## config.mk

```make
export PLATFORM = sky130hd
export DESIGN_NAME = calculator_datapath_unit
export DESIGN_NICKNAME = d
export VERILOG_FILES = /design/src/rtl/calc_pkg.sv /design/src/rtl/calc_alu.sv /design/src/rtl/calculator_datapath_unit.sv
export SDC_FILE = /design/constraint.sdc
export NUM_CORES = 1
export LEC_CHECK = 0
export ABC_AREA = 1
export CORE_MARGIN = 4
export CORE_UTILIZATION = 50
export DETAILED_ROUTE_END_ITERATION = 16
export GPL_TIMING_DRIVEN = 0
export PLACE_DENSITY = 0.68
export SETUP_SLACK_MARGIN = 0.5
export SLEW_MARGIN = 20
export SYNTH_ARGS = -nofsm -noshare
export SYNTH_HDL_FRONTEND = slang
export SYNTH_SLANG_ARGS = --single-unit
```

## constraint.sdc

```tcl
create_clock -name clk -period 5 [get_ports clk]
set_clock_uncertainty 0.15 [all_clocks]
set_input_delay 1.5 -clock clk [delete_from_list [all_inputs] [get_ports clk]]
set_output_delay 1.5 -clock clk [all_outputs]
set_load 0.02 [all_outputs]
```

## src/rtl/calc_pkg.sv

```systemverilog
// Shared constants for the 4-bit calculator datapath.
// Holds op_code encodings and the ALU operation selector.
package calc_pkg;

    localparam logic [2:0] OP_LOAD_A  = 3'b001;
    localparam logic [2:0] OP_LOAD_B  = 3'b011;
    localparam logic [2:0] OP_COMPUTE = 3'b101;

    typedef enum logic [1:0] {
        ALU_ADD = 2'b00,
        ALU_SUB = 2'b01,
        ALU_MUL = 2'b10,
        ALU_DIV = 2'b11
    } alu_op_e;

endpackage

```

## src/rtl/calc_alu.sv

```systemverilog
// Combinational ALU: ADD/SUB/MUL/DIV on two 4-bit operands.
// Produces an 8-bit result plus negative and divide-by-zero flags.
module calc_alu
    import calc_pkg::*;
(
    input  logic [3:0] a_i,
    input  logic [3:0] b_i,
    input  alu_op_e    op_i,
    output logic [7:0] res_o,
    output logic       neg_o,
    output logic       dz_o
);

    logic [4:0] sum;
    logic [7:0] prod;

    assign sum  = {1'b0, a_i} + {1'b0, b_i};
    assign prod = {4'b0, a_i} * {4'b0, b_i};

    always_comb begin
        res_o = 8'h00;
        neg_o = 1'b0;
        dz_o  = 1'b0;
        unique case (op_i)
            ALU_ADD: res_o = {3'b0, sum};
            ALU_SUB: begin
                // SUB reports a magnitude and flags the sign separately
                if (a_i >= b_i) begin
                    res_o = {4'b0, a_i - b_i};
                end else begin
                    res_o = {4'b0, b_i - a_i};
                    neg_o = 1'b1;
                end
            end
            ALU_MUL: res_o = prod;
            ALU_DIV: begin
                if (b_i == 4'd0) begin
                    dz_o = 1'b1;
                end else begin
                    res_o = {a_i % b_i, a_i / b_i};
                end
            end
            default: res_o = 8'h00;
        endcase
    end

endmodule

```

## src/rtl/calculator_datapath_unit.sv

```systemverilog
// Calculator datapath: operand registers, op_code decode and
// registered ALU result with status flags.
module calculator_datapath_unit
    import calc_pkg::*;
(
    input  logic       clk,
    input  logic       reset,
    input  logic [3:0] data_in,
    input  logic [2:0] op_code,
    input  logic [1:0] compute_op,
    output logic [7:0] result,
    output logic       done,
    output logic       negative,
    output logic       div_by_zero
);

    logic [3:0] a_q, a_d;
    logic [3:0] b_q, b_d;
    logic [7:0] res_q, res_d;
    logic       done_q, done_d;
    logic       neg_q, neg_d;
    logic       dz_q, dz_d;

    logic [7:0] alu_res;
    logic       alu_neg;
    logic       alu_dz;

    calc_alu u_alu (
        .a_i   (a_q),
        .b_i   (b_q),
        .op_i  (alu_op_e'(compute_op)),
        .res_o (alu_res),
        .neg_o (alu_neg),
        .dz_o  (alu_dz)
    );

    always_comb begin
        a_d    = a_q;
        b_d    = b_q;
        res_d  = res_q;
        neg_d  = neg_q;
        dz_d   = dz_q;
        done_d = 1'b0;
        unique case (op_code)
            OP_LOAD_A: a_d = data_in;
            OP_LOAD_B: b_d = data_in;
            OP_COMPUTE: begin
                res_d  = alu_res;
                neg_d  = alu_neg;
                dz_d   = alu_dz;
                done_d = 1'b1;
            end
            default: ;
        endcase
    end

    always_ff @(posedge clk) begin
        if (reset) begin
            a_q    <= 4'd0;
            b_q    <= 4'd0;
            res_q  <= 8'h00;
            done_q <= 1'b0;
            neg_q  <= 1'b0;
            dz_q   <= 1'b0;
        end else begin
            a_q    <= a_d;
            b_q    <= b_d;
            res_q  <= res_d;
            done_q <= done_d;
            neg_q  <= neg_d;
            dz_q   <= dz_d;
        end
    end

    assign result      = res_q;
    assign done        = done_q;
    assign negative    = neg_q;
    assign div_by_zero = dz_q;

endmodule

```

==> results of run 1 <==
## cells by family (layout without fill, tap and decap cells)
logic type,after synthesis,count (layout)
AND/OR/NAND/NOR,147,147
buffers and inverters,65,96
AO/OA/AOI/OAI,53,53
adder cells (fa/ha/maj),44,44
flip-flops,19,19
XOR/XNOR,7,7
## through the flow
stage               utilization (%)  total power (W)  area [um^2]
floorplan                         -         0.000465         2300
global placement               57.9         0.000531         2550
detailed placement             57.9         0.000541         2550
CTS                            59.6         0.000655         2630
global route                   62.4         0.000771         2760
finish                         62.4         0.000713         2760
## cells in the mapped netlist (3+ instances only)
cell       n
nor2_1    16
a21oi_1   20
nand2_1   84
xor2_1     6
fa_1       8
nand3_1   26
inv_1     57
o21ai_0   18
ha_1      36
nand3b_1   3
dfxtp_1   19
nor3_1     5
a21oi_2    5
## power by group through the flow
stage / sequential [W] / clock [W] / combinational, W
3_3_place_gp: 0.000173 / 0 / 0.000358
6_report: 0.000169 / 0.000107 / 0.000437
5_1_grt: 0.000170 / 0.000116 / 0.000485
3_5_place_dp: 0.000173 / 0 / 0.000368
2_1_floorplan: 0.000174 / 0 / 0.000291
4_1_cts: 0.000169 / 0.000111 / 0.000375
## repair_timing
item	4_1_cts	5_1_grt
setup endpoints to repair	5	5
pin swaps	0	2
hold buffers	0	0
endpoints found under the hold margin	0	0
setup buffers	2	6
resized for setup	7	15
## routing by layer
layer | track usage, % | part of all wire, % | routed length, um
met1 | 26.5 | 47 | 2550
met2 | 35.6 | 48 | 2640
met3 | 3.30 | 4.1 | 223
met4 | 2.72 | 1.0 | 55
met5 | 0 | 0 | 0
## worst paths after layout
kind,to,cells after the start,from
setup / recovery,result[6],33,b_q[0]
hold reg to reg,result[4],2,result[4]
setup reg to reg,result[6],33,b_q[0]
hold / removal,result[4],2,result[4]
## sequential cells by signal (all words and copies together) (netlist names)
name         count
result           8
a_q              4
b_q              4
div_by_zero      1
done             1
negative         1
## critical path, delay by kind of cell (launching register included)
family	cells	cell delay, ps
simple gates	20	1640
buf+inv	6	430
flops	1	360
compound gates	3	440
fa+ha+maj	4	1120
## area by class of cell
cell class,instances,area [um^2]
plain buffers,6,48.8
clock buffers,3,41.3
clock inverters,1,5.00
fillers,443,1660
inverters,59,229
multi-input cells,251,1730
flip-flops and latches,19,387
well taps,52,65.1
repair buffers,27,250
==> flow_results.xml, run 1 <==
<?xml version="1.0" encoding="UTF-8"?>
<metrics>
  <group name="run_status">
    <metric name="status" unit="">completed</metric>
  </group>
  <group name="synth">
    <metric name="synth.top_cells.by_area" unit="">ha_1, dfxtp_1, nand2_1</metric>
    <metric name="post_synth_inst_count" unit="">335</metric>
    <metric name="ys_seq_elements" unit="">19</metric>
    <metric name="synth-edff-count" unit="">0</metric>
    <metric name="synth_area_per_cell" unit="um^2">6.86</metric>
    <metric name="yosys.area_share.simple" unit="%">29.2</metric>
    <metric name="top_flip_flop_cell_by_instance_count_after_synthesis" unit="">dfxtp_1</metric>
    <metric name="largest_family_of_logic_cells_by_synthesized_area" unit="">simple AND/OR/NAND/NOR gates</metric>
    <metric name="area_fraction_in_compound_gates_after_synthesis" unit="%">13.3</metric>
    <metric name="synth_xor_area_share" unit="%">2.67</metric>
    <metric name="syn-cell-area" unit="um^2">2300</metric>
    <metric name="synth_sequential_area_ratio" unit="%">16.5</metric>
    <metric name="post_synthesis_mux_area_share" unit="%">0</metric>
    <metric name="netlist.area_leader.share" unit="%">19.6</metric>
    <metric name="synth-async-reset-ratio" unit="%">0</metric>
    <metric name="post_synth_num_cell_types" unit="">35</metric>
    <metric name="synth-adder-area-share" unit="%">26.6</metric>
    <metric name="yosys_warning_count" unit="">0</metric>
    <metric name="synthesis.nets" unit="">390</metric>
    <metric name="library_cell_with_the_largest_summed_area_after_synthesis" unit="">ha_1</metric>
  </group>
  <group name="clock_tree">
    <metric name="tritoncts" unit="">yes</metric>
    <metric name="worst_skew_pair.late_latency" unit="ps">260</metric>
    <metric name="numCtsBuffers" unit="">3</metric>
    <metric name="clock_sinks" unit="">19</metric>
    <metric name="register_clock_pin_slew_on_the_reported_worst_setup_and_hold_paths" unit="ps">70</metric>
    <metric name="clockRootBuffer" unit="">clkbuf_8</metric>
    <metric name="cts_htree_levels" unit="">1</metric>
    <metric name="max-clock-path-buffers" unit="">2</metric>
  </group>
  <group name="die">
    <metric name="placeable_area" unit="um^2">4410</metric>
    <metric name="die_w" unit="um">75.8</metric>
    <metric name="start_util" unit="%">52.1</metric>
    <metric name="io_pins" unit="">22</metric>
    <metric name="die_h" unit="um">75.8</metric>
    <metric name="die-area" unit="um^2">5750</metric>
    <metric name="rows" unit="">24</metric>
  </group>
  <group name="timing">
    <metric name="final.setup.worst_slack" unit="ps">774</metric>
    <metric name="unrepaired_setup_endpoints_after_global_routing" unit="">false</metric>
    <metric name="worst_hold_slack_across_all_endpoints" unit="ps">314</metric>
    <metric name="maxClockFrequency" unit="MHz">237</metric>
    <metric name="final_min_period_over_clock_period" unit="%">84.5</metric>
    <metric name="setup_viol" unit="">0</metric>
    <metric name="post_layout_minimum_cycle_time" unit="ps">4230</metric>
    <metric name="final_max_slew_viol_count" unit="">0</metric>
    <metric name="worst_pin_slew" unit="ps">561</metric>
    <metric name="finalSetupTns" unit="ps">0</metric>
    <metric name="finalHoldViolCount" unit="">0</metric>
    <metric name="relSlewSlack" unit="%">62.5</metric>
  </group>
  <group name="worst_hold_path">
    <metric name="worst_hold_path_type" unit="">reg2reg</metric>
  </group>
  <group name="grt">
    <metric name="globalRoute.totalOverflow" unit="">0</metric>
    <metric name="grt_max_degree" unit="">12</metric>
    <metric name="grt.total_usage" unit="%">20.3</metric>
    <metric name="number_of_antenna_violations_at_the_first_check_in_global_routing" unit="">0</metric>
    <metric name="wire_length_of_the_first_global_routing_pass" unit="mm">8.83</metric>
    <metric name="grt_pass1_vias" unit="">1907</metric>
  </group>
  <group name="pwr">
    <metric name="internal_power" unit="W">0.000396</metric>
    <metric name="p_switching" unit="W">0.000317</metric>
    <metric name="power.density" unit="nW/um^2">259</metric>
    <metric name="combinationalPowerShare" unit="%">61.3</metric>
    <metric name="seq_power_share" unit="%">23.7</metric>
    <metric name="clockPowerShare" unit="%">15.0</metric>
    <metric name="vdd.ir_drop.worst" unit="mV">0.195</metric>
    <metric name="p_leak" unit="nW">1.40</metric>
    <metric name="netSwitchingFraction" unit="%">44.5</metric>
  </group>
  <group name="critical_path">
    <metric name="critPathKind" unit="">reg2reg</metric>
    <metric name="worstSetupEndpointType" unit="">register</metric>
    <metric name="worst_path_most_repeated_cell" unit="">nand2_1</metric>
    <metric name="worst_setup_start_kind" unit="">register</metric>
    <metric name="crit_required" unit="ps">5050</metric>
    <metric name="critPathSlowestCell" unit="">fa_1</metric>
    <metric name="arrival" unit="ps">4270</metric>
    <metric name="max_stage_delay" unit="ps">380</metric>
    <metric name="timing.reg2reg.setup_slack" unit="ps">770</metric>
    <metric name="maximum_fanout_encountered_on_the_critical_timing_path" unit="">4</metric>
  </group>
  <group name="finish">
    <metric name="final_net_count" unit="">422</metric>
    <metric name="layout.cells.non_filler" unit="">418</metric>
    <metric name="leading_cell_type_in_the_layout_fill_and_taps_excluded" unit="">nand2_1</metric>
    <metric name="area_growth_syn_to_layout" unit="%">19.9</metric>
    <metric name="leading_cell_types_in_the_layout_fill_and_taps_excluded" unit="">nand2_1, inv_1, ha_1</metric>
    <metric name="antenna-diode-count" unit="">0</metric>
    <metric name="final_layout_size_suffix_gt1_share" unit="%">14.8</metric>
  </group>
  <group name="route">
    <metric name="wl_per_cell" unit="um">13.1</metric>
    <metric name="vias" unit="">2153</metric>
    <metric name="vias_per_cell" unit="">5.15</metric>
    <metric name="detail_route.iter0.violations" unit="">76</metric>
    <metric name="drt_first_pass_iters" unit="">4</metric>
    <metric name="drt_total_wl" unit="mm">5.47</metric>
    <metric name="drc" unit="">0</metric>
    <metric name="antenna_left" unit="">0</metric>
  </group>
  <group name="placed_design">
    <metric name="gp_congestion" unit="">0.812</metric>
    <metric name="hpwlAfterDp" unit="mm">4.43</metric>
    <metric name="dpl.cell_count" unit="">406</metric>
    <metric name="place_ws" unit="ps">149</metric>
    <metric name="buffer_ports.inserted" unit="">19</metric>
  </group>
  <group name="run">
    <metric name="cap_viol_max_count" unit="">0</metric>
  </group>
</metrics>
(Power assumes the default switching activity.)
==> inputs of run 2 (changes only) <==
==> constraint.sdc (replaced) <==
create_clock -name clk -period 4.1 [get_ports clk]
set_clock_uncertainty 0.15 [all_clocks]
set_input_delay 1.23 -clock clk [delete_from_list [all_inputs] [get_ports clk]]
set_output_delay 1.23 -clock clk [all_outputs]
set_load 0.02 [all_outputs]
==> flow_results.xml, run 2 (synthesis results as in run 1) <==
<?xml version="1.0" encoding="UTF-8"?>
<metrics>
  <group name="run_status">
    <metric name="status" unit="">completed</metric>
  </group>
  <group name="die">
    <metric name="start_util" unit="%">52.1</metric>
    <metric name="die_w" unit="um">75.8</metric>
    <metric name="io_pins" unit="">22</metric>
    <metric name="die_h" unit="um">75.8</metric>
    <metric name="placeable_area" unit="um^2">4410</metric>
    <metric name="die-area" unit="um^2">5750</metric>
    <metric name="rows" unit="">24</metric>
  </group>
  <group name="grt">
    <metric name="grt.total_usage" unit="%">21.3</metric>
    <metric name="number_of_antenna_violations_at_the_first_check_in_global_routing" unit="">0</metric>
    <metric name="grt_max_degree" unit="">12</metric>
    <metric name="grt_pass1_vias" unit="">2019</metric>
    <metric name="globalRoute.totalOverflow" unit="">0</metric>
    <metric name="wire_length_of_the_first_global_routing_pass" unit="mm">9.32</metric>
  </group>
  <group name="route">
    <metric name="vias_per_cell" unit="">5.11</metric>
    <metric name="drt_first_pass_iters" unit="">4</metric>
    <metric name="wl_per_cell" unit="um">13.8</metric>
    <metric name="drt_total_wl" unit="mm">5.95</metric>
    <metric name="antenna_left" unit="">0</metric>
    <metric name="drc" unit="">0</metric>
    <metric name="vias" unit="">2209</metric>
    <metric name="detail_route.iter0.violations" unit="">81</metric>
  </group>
  <group name="pwr">
    <metric name="power.density" unit="nW/um^2">362</metric>
    <metric name="finalPower" unit="W">0.00110</metric>
    <metric name="combinationalPowerShare" unit="%">69.2</metric>
    <metric name="internal_power" unit="W">0.000613</metric>
    <metric name="netSwitchingFraction" unit="%">44.3</metric>
    <metric name="p_leak" unit="nW">1.51</metric>
    <metric name="p_switching" unit="W">0.000487</metric>
    <metric name="seq_power_share" unit="%">18.7</metric>
    <metric name="vdd.ir_drop.worst" unit="mV">0.313</metric>
    <metric name="clockPowerShare" unit="%">12.0</metric>
  </group>
  <group name="placed_design">
    <metric name="dpl.cell_count" unit="">406</metric>
    <metric name="hpwlAfterDp" unit="mm">4.37</metric>
    <metric name="place_ws" unit="ps">3.04</metric>
    <metric name="gp_congestion" unit="">0.836</metric>
    <metric name="buffer_ports.inserted" unit="">19</metric>
  </group>
  <group name="critical_path">
    <metric name="worst_path_most_repeated_cell" unit="">nand2_2</metric>
    <metric name="arrival" unit="ps">4010</metric>
    <metric name="worstSetupEndpointType" unit="">register</metric>
    <metric name="maximum_fanout_encountered_on_the_critical_timing_path" unit="">4</metric>
    <metric name="max_stage_delay" unit="ps">380</metric>
    <metric name="crit_required" unit="ps">4150</metric>
    <metric name="reg2reg_depth" unit="">31</metric>
    <metric name="crit-reg2reg-capture" unit="">result[7]</metric>
    <metric name="reg2reg_from" unit="">b_q[0]</metric>
    <metric name="critPathKind" unit="">reg2reg</metric>
    <metric name="critPathSlowestCell" unit="">dfxtp_4</metric>
    <metric name="timing.reg2reg.setup_slack" unit="ps">140</metric>
    <metric name="worst_setup_start_kind" unit="">register</metric>
  </group>
  <group name="timing">
    <metric name="worst_pin_slew" unit="ps">607</metric>
    <metric name="setup_viol" unit="">0</metric>
    <metric name="final_max_slew_viol_count" unit="">0</metric>
    <metric name="final.setup.worst_slack" unit="ps">136</metric>
    <metric name="final_min_period_over_clock_period" unit="%">96.7</metric>
    <metric name="maxClockFrequency" unit="MHz">252</metric>
    <metric name="finalSetupTns" unit="ps">0</metric>
    <metric name="post_layout_minimum_cycle_time" unit="ps">3960</metric>
    <metric name="worst_hold_slack_across_all_endpoints" unit="ps">315</metric>
    <metric name="finalHoldViolCount" unit="">0</metric>
    <metric name="relSlewSlack" unit="%">59.5</metric>
    <metric name="unrepaired_setup_endpoints_after_global_routing" unit="">true</metric>
  </group>
  <group name="finish">
    <metric name="leading_cell_type_in_the_layout_fill_and_taps_excluded" unit="">nand2_1</metric>
    <metric name="largest_register_ff_count" unit="">8</metric>
    <metric name="layout.cells.non_filler" unit="">432</metric>
    <metric name="final_net_count" unit="">436</metric>
    <metric name="leading_cell_types_in_the_layout_fill_and_taps_excluded" unit="">nand2_1, inv_1, ha_1</metric>
    <metric name="area_growth_syn_to_layout" unit="%">32.3</metric>
    <metric name="num-fill-cells" unit="">405</metric>
    <metric name="antenna-diode-count" unit="">0</metric>
    <metric name="final_layout_size_suffix_gt1_share" unit="%">27.6</metric>
  </group>
  <group name="worst_hold_path">
    <metric name="holdPathStages" unit="">2</metric>
    <metric name="worst_hold_path_type" unit="">reg2reg</metric>
    <metric name="hold_path_startpoint" unit="">result[2]</metric>
    <metric name="hold_path_end" unit="">result[2]</metric>
  </group>
  <group name="run">
    <metric name="cap_viol_max_count" unit="">0</metric>
  </group>
  <group name="clock_tree">
    <metric name="clockRootBuffer" unit="">clkbuf_8</metric>
    <metric name="clock_sinks" unit="">19</metric>
    <metric name="cts_hold_repair.buffers" unit="">0</metric>
    <metric name="worst_skew_pair.late_latency" unit="ps">250</metric>
    <metric name="register_clock_pin_slew_on_the_reported_worst_setup_and_hold_paths" unit="ps">80</metric>
    <metric name="numCtsBuffers" unit="">3</metric>
    <metric name="tritoncts" unit="">yes</metric>
    <metric name="cts_htree_levels" unit="">1</metric>
    <metric name="max-clock-path-buffers" unit="">2</metric>
  </group>
</metrics>
==> run 2: cell count changes in the layout (fill, tap and decap cells not counted), sizes merged <==
cell      previous run  this run
inv                 57        59
buf                 11        25
clkinvlp             2         0
==> run 2: power by group through the flow <==
stage | combinational, W | sequential (W) | clock (W)
after floorplan | 0.000412 | 0.000213 | 0
after global placement | 0.000499 | 0.000212 | 0
after detailed placement | 0.000509 | 0.000212 | 0
after CTS | 0.000598 | 0.000206 | 0.000136
after global routing | 0.000832 | 0.000207 | 0.000147
final | 0.000762 | 0.000206 | 0.000133
==> run 2: how the worst max path moves through the flow <==
stage,from,to,slack [ps],cells after the start
2_1_floorplan,b_q[0],result[5],420,35
3_3_place_gp,b_q[0],result[6],20,33
3_5_place_dp,b_q[0],result[6],3,33
4_1_cts,b_q[0],result[7],310,33
5_1_grt,b_q[0],result[4],-70,30
6_report,b_q[0],result[7],140,31
==> run 2: repair_timing <==
action / 4_1_cts / 5_1_grt
setup endpoints to repair: 5 / 5
resized for setup: 14 / 35
pin swaps: 21 / 29
buffers inserted: 15 / 7
==> run 2: stage by stage <==
step | area [um^2] | util (%)
2_1_floorplan | 2380 | -
3_3_place_gp | 2640 | 59.8
3_5_place_dp | 2640 | 59.8
4_1_cts | 2840 | 64.3
5_1_grt | 3040 | 68.9
6_report | 3040 | 68.9
==> run 2: metal layers <==
layer | up-vias | routed length (um) | GRT usage [%]
met4 | 0 | 146 | 5.44
li1 | 1163 | - | -
met2 | 43 | 2870 | 35.4
met5 | - | 0 | 0
met1 | 989 | 2700 | 28.5
met3 | 14 | 239 | 3.69
==> run 2: final cells by class <==
type	count	area, um^2	area share (%)
Buffer	6	48.8	1.60
Clock buffer	3	41.3	1.36
Clock inverter	1	5.00	0.165
Inverter	59	234	7.70
Multi-Input combinational cell	251	1900	62.4
Sequential cell	19	393	12.9
Tap cell	52	65.1	2.14
Timing Repair Buffer	41	355	11.7
==> run 2: critical path: cells and delay by family (launching register included) <==
family | cells | cell delay, ps
adders and majority gates | 4 | 1020
AOI/OAI and AO/OA | 1 | 120
and+or+nand+nor | 22 | 2060
DFF | 1 | 380
buffers and inverters | 4 | 160
